### src/rtl/uart_telemetry_sched_pkg.sv
// Shared constants, state encoding and packet-length helper for the telemetry scheduler.
package telem_pkg;

    localparam logic [7:0] HDR0      = 8'hAA;
    localparam logic [7:0] HDR1      = 8'h55;
    localparam logic [7:0] CRC8_POLY = 8'h07;

    localparam logic [2:0] ST_IDLE    = 3'd0;
    localparam logic [2:0] ST_SNAP    = 3'd1;
    localparam logic [2:0] ST_SEND    = 3'd2;
    localparam logic [2:0] ST_WAIT_HI = 3'd3;
    localparam logic [2:0] ST_WAIT_LO = 3'd4;

    typedef enum logic [2:0] {
        IDLE    = ST_IDLE,
        SNAP    = ST_SNAP,
        SEND    = ST_SEND,
        WAIT_HI = ST_WAIT_HI,
        WAIT_LO = ST_WAIT_LO
    } state_t;

    // Byte index width; covers the longest packet (NUM_CH=8 -> 20 bytes).
    localparam int unsigned IDX_W = 5;

    function automatic int unsigned pkt_len(input int unsigned num_ch);
        return 2 * num_ch + 4;
    endfunction

endpackage

### src/rtl/uart_telemetry_sched_chk_unit.sv
// Packet check-byte accumulator: modulo-256 sum by default, CRC-8 (poly 0x07) when
// TELEM_CRC8_EN is defined.
module telem_chk_unit
    import telem_pkg::*;
(
    input  logic       clk,
    input  logic       rst_n,
    input  logic       clear,
    input  logic       update_en,
    input  logic [7:0] byte_in,
    output logic [7:0] chk
);

    logic [7:0] chk_next_c;

`ifdef TELEM_CRC8_EN
    // MSB-first CRC-8, one full byte folded in per update.
    always_comb begin
        chk_next_c = chk ^ byte_in;
        for (int i = 0; i < 8; i++) begin
            if (chk_next_c[7])
                chk_next_c = {chk_next_c[6:0], 1'b0} ^ CRC8_POLY;
            else
                chk_next_c = {chk_next_c[6:0], 1'b0};
        end
    end
`else
    always_comb begin
        chk_next_c = chk + byte_in;
    end
`endif

    always_ff @(posedge clk or negedge rst_n) begin
        if (!rst_n)
            chk <= 8'h00;
        else if (clear)
            chk <= 8'h00;
        else if (update_en)
            chk <= chk_next_c;
    end

endmodule

### src/rtl/uart_telemetry_sched.sv
// Periodic telemetry packet scheduler feeding a byte UART transmitter.
// Define TELEM_CRC8_EN to make the trailing check byte a CRC-8 instead of a sum.
module uart_telemetry_sched
    import telem_pkg::*;
#(
    parameter int unsigned CLK_FREQ    = 100_000_000,
    parameter int unsigned PERIOD_CLKS = 1_000_000,
    parameter int unsigned NUM_CH      = 4
) (
    input  logic                   clk,
    input  logic                   rst_n,
    input  logic                   enable,
    input  logic                   trig,
    input  logic [NUM_CH*16-1:0]   ch_data,
    output logic [7:0]             tx_data,
    output logic                   tx_valid,
    input  logic                   tx_busy,
    output logic                   pkt_active,
    output logic [7:0]             seq,
    output logic [7:0]             overrun_cnt
);

    localparam int unsigned CNT_W   = $clog2(PERIOD_CLKS);
    localparam int unsigned PKT_LEN = pkt_len(NUM_CH);
    localparam int unsigned DW      = NUM_CH * 16;

    if (CLK_FREQ == 0) begin : g_bad_clk
        $error("CLK_FREQ must be non-zero");
    end
    if (PERIOD_CLKS < 2) begin : g_bad_period
        $error("PERIOD_CLKS must be at least 2");
    end
    if (NUM_CH < 1 || NUM_CH > 8) begin : g_bad_ch
        $error("NUM_CH must be in 1..8");
    end

    logic [CNT_W-1:0] cnt;
    logic             tick_c;
    logic             req_c;
    state_t           state;
    logic [DW-1:0]    snap;
    logic [IDX_W-1:0] idx;
    logic [7:0]       cur_byte_c;
    logic [7:0]       chk;
    logic             chk_clr_c;
    logic             chk_upd_c;
    logic             last_c;

    assign tick_c = enable && (cnt == CNT_W'(PERIOD_CLKS - 1));
    assign req_c  = tick_c || trig;

    // Free-running period counter, parked at zero while disabled.
    always_ff @(posedge clk or negedge rst_n) begin
        if (!rst_n)
            cnt <= '0;
        else if (!enable || tick_c)
            cnt <= '0;
        else
            cnt <= cnt + CNT_W'(1);
    end

    // Byte mux: header, seq, snapshot bytes (high byte first per channel), check byte.
    always_comb begin
        cur_byte_c = chk;
        if (idx == IDX_W'(0))
            cur_byte_c = HDR0;
        else if (idx == IDX_W'(1))
            cur_byte_c = HDR1;
        else if (idx == IDX_W'(2))
            cur_byte_c = seq;
        else begin
            for (int unsigned b = 0; b < 2 * NUM_CH; b++) begin
                if (idx == IDX_W'(b + 3))
                    cur_byte_c = snap[8 * (b ^ 32'd1) +: 8];
            end
        end
    end

    assign last_c    = (idx == IDX_W'(PKT_LEN - 1));
    assign chk_clr_c = (state == SNAP);
    assign chk_upd_c = (state == SEND) && !tx_busy &&
                       (idx >= IDX_W'(2)) && (idx < IDX_W'(PKT_LEN - 1));

    telem_chk_unit u_chk (
        .clk       (clk),
        .rst_n     (rst_n),
        .clear     (chk_clr_c),
        .update_en (chk_upd_c),
        .byte_in   (cur_byte_c),
        .chk       (chk)
    );

    // Packet sequencer; any request outside IDLE is dropped and counted.
    always_ff @(posedge clk or negedge rst_n) begin
        if (!rst_n) begin
            state       <= IDLE;
            snap        <= '0;
            idx         <= '0;
            tx_data     <= 8'h00;
            tx_valid    <= 1'b0;
            pkt_active  <= 1'b0;
            seq         <= 8'h00;
            overrun_cnt <= 8'h00;
        end else begin
            tx_valid <= 1'b0;
            if (req_c && (state != IDLE) && (overrun_cnt != 8'hFF))
                overrun_cnt <= overrun_cnt + 8'd1;

            case (state)
                IDLE: begin
                    if (req_c)
                        state <= SNAP;
                end
                SNAP: begin
                    snap       <= ch_data;
                    idx        <= '0;
                    pkt_active <= 1'b1;
                    state      <= SEND;
                end
                SEND: begin
                    if (!tx_busy) begin
                        tx_data  <= cur_byte_c;
                        tx_valid <= 1'b1;
                        state    <= WAIT_HI;
                    end
                end
                WAIT_HI: begin
                    if (tx_busy)
                        state <= WAIT_LO;
                end
                WAIT_LO: begin
                    if (!tx_busy) begin
                        if (last_c) begin
                            pkt_active <= 1'b0;
                            seq        <= seq + 8'd1;
                            state      <= IDLE;
                        end else begin
                            idx   <= idx + IDX_W'(1);
                            state <= SEND;
                        end
                    end
                end
                default: state <= IDLE;
            endcase
        end
    end

endmodule
### config.mk
export PLATFORM = sky130hd
export DESIGN_NAME = uart_telemetry_sched
export DESIGN_NICKNAME = d
export VERILOG_FILES = /design/src/rtl/uart_telemetry_sched_pkg.sv /design/src/rtl/uart_telemetry_sched_chk_unit.sv /design/src/rtl/uart_telemetry_sched.sv
export SDC_FILE = /design/constraint.sdc
export NUM_CORES = 1
export LEC_CHECK = 0
export ABC_AREA = 0
export CAP_MARGIN = 30
export CORE_AREA = 5 5 121 123
export DETAILED_ROUTE_END_ITERATION = 16
export DIE_AREA = 0 0 126 128
export GPL_ROUTABILITY_DRIVEN = 0
export MAX_ROUTING_LAYER = met4
export PLACE_DENSITY = 0.73
export SYNTH_ARGS = -nofsm -noshare
export SYNTH_HDL_FRONTEND = slang
export SYNTH_SLANG_ARGS = --single-unit
export TNS_END_PERCENT = 10
### constraint.sdc
create_clock -name clk -period 3.5 [get_ports clk]
set_input_delay 0.7 -clock clk [delete_from_list [all_inputs] [get_ports clk]]
set_output_delay 0.7 -clock clk [all_outputs]
set_load 0.05 [all_outputs]
==> results.py <==
metrics = {
    "drt": {
        "wire_per_inst_um": 16.3,
        "vias_per_cell": 5.44,
        "ant_nets": 0,
        "drc": 0,
        "first_pass_iters": 5,
        "drt_wl_total_mm": 17.2,
        "drt-initial-drc-count": 494,
        "vias": 5728,
    },
    "clocking": {
        "clk_pin_slew_ns": 0.05,
        "clock_path_buffers": 2,
        "cts.sinks": 126,
        "htreeDepth": 4,
        "worstSkewPairLatency_ns": 0.42,
        "cts_buffers": 17,
        "postCtsHoldBufs": 0,
        "cts_root_buf": "clkbuf_16",
        "cts_tree": "done",
    },
    "timing": {
        "worst_slack_ns": -0.152,
        "hold_violations": 0,
        "rsz0062_at_grt": "yes",
        "finalSetupViolCount": 1,
        "tightest_slew_ns": 0.881,
        "min_period_over_period_pct": 104,
        "maxSlewHeadroom_pct": 41.3,
        "timing.fmax_ghz": 0.274,
        "fin_crit_ns": 3.65,
        "clock_skew_ns": 0.00815,
        "drv_slew": 0,
    },
    "logic_synthesis": {
        "synth_seq_cells": 126,
        "synth_area_per_cell_um2": 8.85,
        "synth_flop_cell": "dfrtp_1",
        "synth.distinct_cells": 61,
        "synthArstFlopShare_pct": 100,
        "synth_nets": 814,
        "yosysSeqAreaShare_pct": 48.8,
        "ys_warn_count": 0,
        "synth-edff-count": 0,
        "syn_inst": 730,
        "syn_area_mm2": 0.00646,
    },
    "worst_setup_path": {
        "crit_fanout": 4,
        "required_ns": 3.85,
        "cp-start-kind": "flop",
        "crit_arrival_ns": 4.00,
        "path_class": "reg -> reg",
        "critPathSlowestCell": "or4_1",
        "cp_cell_sequence": "ha_2 -> nor4b_4 -> buf_4 -> mux2i_1 -> nand3b_1 -> a21oi_2 -> o311ai_2 -> o2111ai_2 -> inv_1 -> ha_1 -> a21o_1 -> a211oi_2 -> nor2_2 -> o41ai_2 -> a21oi_1 -> or4_1 -> nand3_1",
        "crit_path_end_kind": "flop",
        "cp_slowest_stage_delay_ns": 0.47,
    },
    "power_and_ir_drop": {
        "clock_power_share_pct": 27.4,
        "netSwitchingPower_mw": 2.34,
        "intPower_mw": 4.05,
        "pwr_density_cell_mw_per_mm2": 743,
        "p_leak_nw": 3.96,
        "peakVddDrop_v": 0.000413,
        "p_comb_share_pct": 35.6,
        "fin_total_pwr_mw": 6.39,
        "power.share.sequential_pct": 37.1,
        "p_sw_share_pct": 36.6,
    },
    "placed_design": {
        "io_buffers": 94,
        "place_hpwl_mm": 12.6,
    },
    "global_route": {
        "grt_max_degree": 70,
        "grt_pass1_wl_mm": 28.4,
        "grt_pass1_vias": 5807,
        "grt.total_usage_pct": 22.6,
        "antenna_found_initial": 0,
        "gr-total-overflow": 0,
    },
    "cells_and_area": {
        "ff_latch_area_mm2": 0.00315,
        "layout-drive-gt1-share_pct": 13.3,
        "num_antenna_cells": 0,
        "final_nets": 946,
        "multiInputGateArea_mm2": 0.00321,
        "final_common_cell": "nand2_1",
        "syn_to_final_growth_pct": 33.3,
        "fill_cells": 1132,
        "final_cell_mix": "225 x nand2_1, 126 x dfrtp_1, 93 x clkdlybuf4s50_1",
        "finalCoreUtilization_pct": 63.5,
    },
    "status": {
        "failed_checks": "negative setup slack",
        "outcome": "finished with violations",
    },
    "min_path": {
        "hold_class": "in -> async",
    },
    "floorplanning": {
        "rows": 43,
        "die_h_um": 128,
        "die_w_um": 126,
        "io_pins": 95,
        "start_util_pct": 47.6,
        "die_area_mm2": 0.0161,
        "coreArea_mm2": 0.0136,
    },
    "job": {
        "drv_cap": 0,
    },
}
==> through the flow <==
stage          cells  worst slack (ns)  instance area [um^2]  hold WS (ns)  setup TNS [ns]
3_3_place_gp    1017           -0.0542                  7870         0.458         -0.0542
3_5_place_dp    1017            -0.103                  7870         0.464          -0.163
4_1_cts         1051            0.0105                  8550         0.261               0
5_1_grt         1053            -0.379                  8610         0.291          -0.650
6_report        1053            -0.152                  8610         0.262          -0.152
2_1_floorplan    730           0.00812                  6470         0.404               0
==> Yosys cell counts, drive strengths merged (3+ instances only) <==
| master | n | area, um^2 |
|---|---|---|
| nand2 | 225 | 845 |
| dfrtp | 126 | 3150 |
| nor2 | 49 | 184 |
| o21ai | 30 | 150 |
| clkbuf | 24 | 90.1 |
| nand3 | 23 | 115 |
| xnor2 | 22 | 193 |
| inv | 19 | 71.3 |
| a21oi | 17 | 85.1 |
| xor2 | 16 | 140 |
| ha | 14 | 175 |
| and3 | 13 | 81.3 |
| buf | 12 | 60.1 |
| a31oi | 11 | 75.1 |
| mux2i | 9 | 90.1 |
| a22oi | 7 | 52.6 |
| nand4 | 7 | 43.8 |
| nor2b | 7 | 43.8 |
| nor3 | 7 | 35.0 |
| mux2 | 6 | 67.6 |
| o22ai | 6 | 37.5 |
| a211oi | 5 | 37.5 |
| and2 | 5 | 31.3 |
| nand3b | 5 | 37.5 |
| a211o | 4 | 35.0 |
| a21o | 4 | 30.0 |
| nand2b | 4 | 25.0 |
| nor4b | 4 | 47.6 |
| o211ai | 4 | 30.0 |
| o21a | 4 | 30.0 |
| nor4 | 3 | 18.8 |
| o31ai | 3 | 22.5 |
==> cells by family (layout without fill, tap and decap cells) <==
group	count (synthesis)	after routing	share of synthesized area, %
adders and majority gates	15	15	3.02
AOI/OAI and AO/OA	110	110	11.2
buffers and inverters	56	199	3.49
muxes	15	15	2.44
xor gates and xnor gates	38	38	5.15
DFF	126	126	48.8
and+or+nand+nor	370	370	25.8
==> worst max-delay path, delay by kind of cell (launching register included) <==
family                     cells  cell delay, ns
AOI/OAI and AO/OA              7            1.27
adders and majority gates      2            0.49
buffers and inverters          2            0.26
DFF                            1            0.42
muxes                          1            0.20
and+or+nand+nor                5            0.94
==> state kept, by name, indices dropped and copies added (netlist names) <==
| name | count |
|---|---|
| cnt | 20 |
| idx | 5 |
| overrun_cnt | 8 |
| pkt_active | 1 |
| seq | 8 |
| snap | 64 |
| state | 3 |
| tx_data | 8 |
| tx_valid | 1 |
| u_chk.chk | 8 |
==> final timing paths <==
check	from	end	slack, ns	cells after the start
max in group asynchronous	rst_n	snap[63]$_DFFE_PN0P_	2.31	2
worst min register to register	snap[29]$_DFFE_PN0P_	snap[29]$_DFFE_PN0P_	0.47	2
worst min-delay path	rst_n	cnt[8]$_DFF_PN0_	0.26	1
min in group clk	snap[29]$_DFFE_PN0P_	snap[29]$_DFFE_PN0P_	0.47	2
worst max-delay path	idx[1]$_DFFE_PN0P_	u_chk.chk[7]$_DFFE_PN0P_	-0.15	17
worst max register to register	idx[1]$_DFFE_PN0P_	u_chk.chk[7]$_DFFE_PN0P_	-0.15	17
==> power by group through the flow <==
stage | combinational, mW | sequential (mW) | clock, mW
finish | 2.27 | 2.37 | 1.75
global route | 2.54 | 2.42 | 1.84
CTS | 2.23 | 2.36 | 1.78
detailed placement | 2.13 | 2.37 | 0
global placement | 2.06 | 2.36 | 0
floorplan | 1.22 | 2.46 | 0
==> repair_timing <==
item	CTS	global route
resized for setup	13	10
pin swaps	7	9
setup buffers	4	2
setup endpoints to repair	2	3
==> per-layer routing <==
layer  track usage [%]  routed length, um
met3              6.08                960
met2              36.2               8430
met5                 -                  0
met4              7.70                319
met1              28.1               7440
==> final cells by class <==
cell class	instances	share of cell area, %
clock buffer	23	5.44
clock inverter	7	1.31
inverter	20	0.872
multi-input combinational	548	37.3
sequential	126	36.6
tap	180	2.62
timing repair buffer	149	15.9
Power figures use the tool's default switching activity.
